--- src/rtl/rv32m_pkg.sv ---
// Shared constants for the RV32M multiply/divide unit: funct3 codes, FSM states, width.
package rv32m_pkg;

    localparam int unsigned XLEN = 32;

    localparam logic [2:0] F3_MUL    = 3'b000;
    localparam logic [2:0] F3_MULH   = 3'b001;
    localparam logic [2:0] F3_MULHSU = 3'b010;
    localparam logic [2:0] F3_MULHU  = 3'b011;
    localparam logic [2:0] F3_DIV    = 3'b100;
    localparam logic [2:0] F3_DIVU   = 3'b101;
    localparam logic [2:0] F3_REM    = 3'b110;
    localparam logic [2:0] F3_REMU   = 3'b111;

    typedef enum logic [1:0] {
        StIdle  = 2'd0,
        StCalc  = 2'd1,
        StFinal = 2'd2
    } state_e;

endpackage

--- src/rtl/rv32m_sign_fix.sv ---
// Combinational conditional two's-complement negate, used for operand magnitudes
// and for the final result sign correction.
module rv32m_sign_fix #(
    parameter int unsigned W = 32
) (
    input  logic [W-1:0] data_in,
    input  logic         neg,
    output logic [W-1:0] data_out
);

    assign data_out = neg ? (~data_in + W'(1)) : data_in;

endmodule

--- src/rtl/rv32m_muldiv_unit.sv ---
// Iterative RV32M multiply/divide unit: one radix-2 step per clock, one op in flight.
// Shift-add multiply on magnitudes, restoring divide, sign fix applied in the final state.
module rv32m_muldiv_unit #(
    parameter int unsigned XLEN  = rv32m_pkg::XLEN,
    parameter int unsigned CNT_W = 6
) (
    input  logic            clk,
    input  logic            rst_n,
    input  logic            start,
    input  logic            flush,
    input  logic [2:0]      funct3,
    input  logic [XLEN-1:0] rs1_data,
    input  logic [XLEN-1:0] rs2_data,
    input  logic [4:0]      rd_in,
    output logic            busy,
    output logic            done,
    output logic [XLEN-1:0] result,
    output logic [4:0]      rd_out
);
    import rv32m_pkg::*;

    if (XLEN != 32 || (64'd1 << CNT_W) <= 64'(XLEN)) begin : g_param_chk
        $error("rv32m_muldiv_unit: XLEN must be 32 and CNT_W must hold XLEN");
    end

    state_e              state_q, state_d;
    logic [CNT_W-1:0]    cnt_q, cnt_d;
    logic [2*XLEN-1:0]   acc_q, acc_d;
    logic [XLEN-1:0]     opb_q, opb_d;   // multiplicand or divisor magnitude
    logic [XLEN-1:0]     mq_q, mq_d;     // multiplier, or dividend shifting into quotient
    logic [2:0]          f3_q, f3_d;
    logic [4:0]          rd_q, rd_d;
    logic                neg_q, neg_d;
    logic [XLEN-1:0]     result_q, result_d;
    logic [4:0]          rd_out_q, rd_out_d;
    logic                done_q, done_d;

    // Start-cycle decode
    logic            a_neg, b_neg, div_zero, div_ovf, res_neg;
    logic [XLEN-1:0] a_abs, b_abs;

    assign a_neg    = rs1_data[XLEN-1] &&
                      (funct3 == F3_MULH || funct3 == F3_MULHSU ||
                       funct3 == F3_DIV  || funct3 == F3_REM);
    assign b_neg    = rs2_data[XLEN-1] &&
                      (funct3 == F3_MULH || funct3 == F3_DIV || funct3 == F3_REM);
    assign div_zero = funct3[2] && (rs2_data == '0);
    assign div_ovf  = (funct3 == F3_DIV || funct3 == F3_REM) &&
                      (rs1_data == {1'b1, {(XLEN-1){1'b0}}}) && (rs2_data == '1);
    // Remainder follows the dividend; everything else follows sign(a) ^ sign(b).
    assign res_neg  = (funct3[2] && funct3[1]) ? a_neg : (a_neg ^ b_neg);

    rv32m_sign_fix #(.W(XLEN)) u_abs_a (.data_in(rs1_data), .neg(a_neg), .data_out(a_abs));
    rv32m_sign_fix #(.W(XLEN)) u_abs_b (.data_in(rs2_data), .neg(b_neg), .data_out(b_abs));

    // Iteration datapath
    logic [XLEN:0]   mul_sum, div_shift;
    logic [XLEN-1:0] div_diff;
    logic            div_ge;

    assign mul_sum   = {1'b0, acc_q[2*XLEN-1:XLEN]} + {1'b0, (mq_q[0] ? opb_q : '0)};
    assign div_shift = {acc_q[XLEN-1:0], mq_q[XLEN-1]};
    assign div_ge    = div_shift >= {1'b0, opb_q};
    // Remainder stays below the divisor, so the low XLEN bits of the difference suffice.
    assign div_diff  = div_shift[XLEN-1:0] - opb_q;

    // Final sign correction
    logic [2*XLEN-1:0] fix_in, fix_out;

    assign fix_in = f3_q[2] ? {{XLEN{1'b0}}, (f3_q[1] ? acc_q[XLEN-1:0] : mq_q)} : acc_q;

    rv32m_sign_fix #(.W(2*XLEN)) u_fix (.data_in(fix_in), .neg(neg_q), .data_out(fix_out));

    always_comb begin
        state_d  = state_q;
        cnt_d    = cnt_q;
        acc_d    = acc_q;
        opb_d    = opb_q;
        mq_d     = mq_q;
        f3_d     = f3_q;
        rd_d     = rd_q;
        neg_d    = neg_q;
        result_d = result_q;
        rd_out_d = rd_out_q;
        done_d   = 1'b0;
        if (flush) begin
            state_d = StIdle;
        end else begin
            unique case (state_q)
                StIdle: begin
                    if (start) begin
                        f3_d  = funct3;
                        rd_d  = rd_in;
                        cnt_d = '0;
                        if (div_zero || div_ovf) begin
                            // Preload the architectural answer; no iteration, no sign fix.
                            neg_d   = 1'b0;
                            opb_d   = rs2_data;
                            acc_d   = div_zero ? {{XLEN{1'b0}}, rs1_data} : '0;
                            mq_d    = div_zero ? '1 : {1'b1, {(XLEN-1){1'b0}}};
                            state_d = StFinal;
                        end else begin
                            neg_d   = res_neg;
                            acc_d   = '0;
                            opb_d   = funct3[2] ? b_abs : a_abs;
                            mq_d    = funct3[2] ? a_abs : b_abs;
                            state_d = StCalc;
                        end
                    end
                end
                StCalc: begin
                    cnt_d = cnt_q + CNT_W'(1);
                    if (f3_q[2]) begin
                        acc_d = {{XLEN{1'b0}}, (div_ge ? div_diff : div_shift[XLEN-1:0])};
                        mq_d  = {mq_q[XLEN-2:0], div_ge};
                    end else begin
                        acc_d = {mul_sum, acc_q[XLEN-1:1]};
                        mq_d  = mq_q >> 1;
                    end
                    if (cnt_q == CNT_W'(XLEN - 1)) begin
                        state_d = StFinal;
                    end
                end
                StFinal: begin
                    result_d = (!f3_q[2] && f3_q != F3_MUL) ? fix_out[2*XLEN-1:XLEN]
                                                            : fix_out[XLEN-1:0];
                    rd_out_d = rd_q;
                    done_d   = 1'b1;
                    state_d  = StIdle;
                end
                default: state_d = StIdle;
            endcase
        end
    end

    always_ff @(posedge clk or negedge rst_n) begin
        if (!rst_n) begin
            state_q  <= StIdle;
            cnt_q    <= '0;
            acc_q    <= '0;
            opb_q    <= '0;
            mq_q     <= '0;
            f3_q     <= '0;
            rd_q     <= '0;
            neg_q    <= 1'b0;
            result_q <= '0;
            rd_out_q <= '0;
            done_q   <= 1'b0;
        end else begin
            state_q  <= state_d;
            cnt_q    <= cnt_d;
            acc_q    <= acc_d;
            opb_q    <= opb_d;
            mq_q     <= mq_d;
            f3_q     <= f3_d;
            rd_q     <= rd_d;
            neg_q    <= neg_d;
            result_q <= result_d;
            rd_out_q <= rd_out_d;
            done_q   <= done_d;
        end
    end

    assign busy   = (state_q != StIdle);
    assign done   = done_q;
    assign result = result_q;
    assign rd_out = rd_out_q;

endmodule

--- config.mk ---
export PLATFORM = sky130hd
export DESIGN_NAME = rv32m_muldiv_unit
export DESIGN_NICKNAME = d
export VERILOG_FILES = /design/src/rtl/rv32m_pkg.sv /design/src/rtl/rv32m_sign_fix.sv /design/src/rtl/rv32m_muldiv_unit.sv
export SDC_FILE = /design/constraint.sdc
export NUM_CORES = 1
export LEC_CHECK = 0
export CAP_MARGIN = 20
export CORE_MARGIN = 2
export CORE_UTILIZATION = 55
export CTS_CLUSTER_DIAMETER = 200
export DETAILED_ROUTE_END_ITERATION = 10
export GPL_TIMING_DRIVEN = 0
export PLACE_DENSITY = 0.88
export SLEW_MARGIN = 25
export SYNTH_ARGS = -nofsm -noshare
export SYNTH_HDL_FRONTEND = slang
export SYNTH_HIERARCHICAL = 1
export SYNTH_SLANG_ARGS = --single-unit
--- constraint.sdc ---
create_clock -name clk -period 3.3 [get_ports clk]
set_input_delay 0.33 -clock clk [delete_from_list [all_inputs] [get_ports clk]]
set_output_delay 0.33 -clock clk [all_outputs]
set_load 0.02 [all_outputs]
==> flow_summary_export.csv <==
group,metric,value,unit
final_layout,drive_gt1_frac,0.154,
sta,holdWs,242,ps
yosys,synth_seq_cells,183,
cts,cts_buffers,17,
power_and_ir_drop,power_per_cell_area,969,nW/um^2
critical_path,cp-end-kind,"register",
yosys,synth_ff_type,"dfrtp_1",
route,drcViolationCount,0,
sta,fin_crit,3360,ps
flow_run,drv_cap,0,
yosys,seq_area_frac_synth,0.267,
route,wl_per_cell,24.6,um
status,outcome,"finished, violations left",
cts,root_buffer,"clkbuf_16",
critical_path,cp-start-kind,"register",
place,gp_congestion,1.05,
cts,cts_num_sinks,183,
critical_path,worstPathMaxFanout,7,
sta,worst_pin_slew,1180,ps
yosys,synth_enable_flop_cells,0,
cts,cts_tree,"yes",
floorplanning,ios,115,
critical_path,crit_type,"register to register",
floorplanning,design.die.area,32600,sq um
critical_path,r2r_end,"acc_q[61]",
yosys,synthCells,2050,
grt,grt_max_degree,94,
yosys,yosys.area.top_type,"dfrtp_1",
floorplanning,row_count,64,
critical_path,rr_startpoint,"mq_q[0]",
critical_path,required,3640,ps
yosys,synth.distinct_cells,98,
grt,grt_use_total,0.387,
final_layout,layout.filler_cells,2486,
route,ant_nets,0,
floorplanning,initial_utilization,0.559,
final_layout,area_growth,22.3,%
sta,layout_setup_ws,-57.0,ps
route,vias,17800,
critical_path,arrival,3700,ps
power_and_ir_drop,leakagePower,8.84,nW
sta,finalHoldViolCount,0,
sta,setup_viol_count_final,10,
route,dr.pass1.iters,8,
yosys,yosys.area.top_type_share,0.267,
sta,relSlewSlack,0.214,
place,post-dp-hpwl,50.3,mm
yosys,avgSynthCellArea,8.37,sq um
grt,grt_pass1_vias,16800,
final_layout,final_util,0.684,
yosys,yosys-top-cells-area,"dfrtp_1 27%, mux2i_1 8.8%, xnor2_1 7.4%, nand2_1 5.0%, ha_1 5.0%",
sta,rsz0062_at_grt,"yes",
route,drt_iter0_markers,2028,
sta,drv_slew,0,
floorplanning,die_h,181,um
yosys,yosysWarnings,6,
floorplanning,coreArea,30700,sq um
critical_path,rrSetupSlack,-60,ps
power_and_ir_drop,peakVddDrop,0.743,mV
yosys,syn_nets,2196,
critical_path,reg2reg_depth,13,
status,violations,"negative setup slack",
yosys,async_reset_ff_frac,1.00,
yosys,syn_area,17200,sq um
cts,cts_max_path_buffers,2,
route,wl,65.3,mm
cts,clk_pin_slew,80,ps
floorplanning,fp.dieW,181,um
grt,antenna_found_initial,1,
min_path,hold_path.class,"input pin to asynchronous set/reset pin",
sta,fin_crit_sh,1.02,
sta,finClkSkew,11.5,ps
final_layout,nets,2394,
route,avgViaCountPerCell,6.70,
cts,cts_max_level,4,
sta,fmax,298,MHz
cts,clock_latency,450,ps
grt,grt_pass1_wl,97.4,mm
grt,grt_overflow,0,
place,port_buffers,113,
final_layout,antenna_cells,0,
## power breakdown
group	internal (mW)	total [mW]	switching (mW)
sequential	3.15	4.46	1.32
clock	1.01	2.05	1.04
combinational	6.05	13.8	7.77
## metrics by stage
step	cells	setup WS (ps)	setup TNS [ps]	instance area, sq um	total power [mW]
after floorplan	2050	11.4	0	17200	12.6
after CTS	2618	-41.4	-78.7	20100	18.8
after global placement	2559	-5850	-1165180	18800	16.0
final	2657	-57.0	-297	21000	20.3
after detailed placement	2561	-1410	-93770	18900	16.2
after global routing	2657	-165	-2420	21000	21.4
## worst max-delay path, stage by stage, from the launching register on
cell	delay, ps
dfrtp_2	520
buf_8	180
and2_4	140
ha_4	170
inv_2	60
fa_2	210
nor2b_1	60
o31a_1	350
o211a_1	290
o211ai_2	260
a21oi_4	120
o2111a_1	270
or3_1	360
a32o_1	260
## how the worst max path moves through the flow
stage	startpoint	endpoint	slack, ps
finish	mq_q[0]	acc_q[61]	-60
global route	f3_q[2]	result[21]	-160
CTS	f3_q[1]	result[28]	-40
detailed placement	funct3[2]	mq_q[10]	-1410
global placement	rst_n	done	-5850
floorplan	funct3[2]	mq_q[10]	10
## layout make-up
type / count / area (sq um) / share of cell area
multi-input combinational: 1693 / 12700 / 0.606
sequential: 183 / 4590 / 0.219
timing repair buffer: 179 / 1780 / 0.0847
buffer: 122 / 656 / 0.0312
tap: 396 / 495 / 0.0236
clock buffer: 18 / 439 / 0.0209
inverter: 52 / 195 / 0.00930
clock inverter: 14 / 115 / 0.00549
## synth_stat cells, types with 6 or more instances
cell type  number
nor2b_1        42
o41ai_2        12
or4_4           6
o21ai_0       152
o311ai_0       30
nor4_4          9
mux2_2         39
nor4_1         23
o41ai_1        21
nand2b_1       18
and2_1         35
xnor2_1       145
nand2_1       227
a21oi_1       133
xor2_1         25
o31ai_2         6
clkbuf_1       91
ha_1           68
a211oi_1       26
or3_1          19
o31ai_1        43
nand4_1        26
nand3_1        23
a221o_1         9
nor3_1         23
buf_1          20
or4_1          16
o22ai_1        28
or2_2          10
nand3b_1        6
and3_1          6
o211ai_1       12
inv_1          52
o21a_1         14
mux2i_1       151
a21o_1         40
nor2_1        152
dfrtp_1       183
## kinds of logic (layout without fill, tap and decap cells)
kind of cell             Yosys count  after routing  synth area share
adder cells (fa/ha/maj)           70             70            0.0519
buffers and inverters            174            385            0.0422
flip-flops                       183            183             0.267
AO/OA/AOI/OAI                    584            584             0.229
multiplexers                     190            190             0.114
XOR/XNOR                         170            170            0.0868
AND/OR/NAND/NOR                  679            679             0.209
## registers in the layout, indices dropped and copies added (netlist names)
register	cells
cnt_q	6
mq_q	32
opb_q	32
acc_q	64
state_q	2
result	32
rd_q	5
done	1
f3_q	3
neg_q	1
rd_out	5
## routing by layer
layer | routed length [um] | global-route usage | up-vias
met5 | 0 | 0 | -
met4 | 3560 | 0.187 | 0
met3 | 7390 | 0.106 | 211
met2 | 28300 | 0.584 | 1095
met1 | 26000 | 0.511 | 8561
li1 | - | - | 7947
## cell usage in the layout (no fill, tap or decap), types with 22 or more instances in the layout
cell / netlist / layout
buf_4: 3 / 58
ha_1: 68 / 54
o311ai_0: 30 / 30
inv_1: 52 / 51
a21o_1: 40 / 39
nor3_1: 23 / 22
dfrtp_1: 183 / 177
o31ai_1: 43 / 30
and2_1: 35 / 30
nor2_1: 152 / 150
nor2b_1: 42 / 41
clkbuf_1: 91 / 75
mux2_2: 39 / 25
mux2i_1: 151 / 144
nand3_1: 23 / 22
nand4_1: 26 / 26
o21ai_0: 152 / 144
o22ai_1: 28 / 28
xnor2_1: 145 / 137
a211oi_1: 26 / 25
xor2_1: 25 / 25
a21oi_1: 133 / 126
clkdlybuf4s50_1: 0 / 112
nand2_1: 227 / 225
## what timing repair did
action                     4_1_cts  5_1_grt
resized for setup               99      125
pin swaps                       35       78
cloned                           1        1
setup endpoints to repair      110      124
hold endpoints to repair        90        0
buffers inserted                23       38
hold buffers                     1        0
Power figures use the tool's default switching activity.
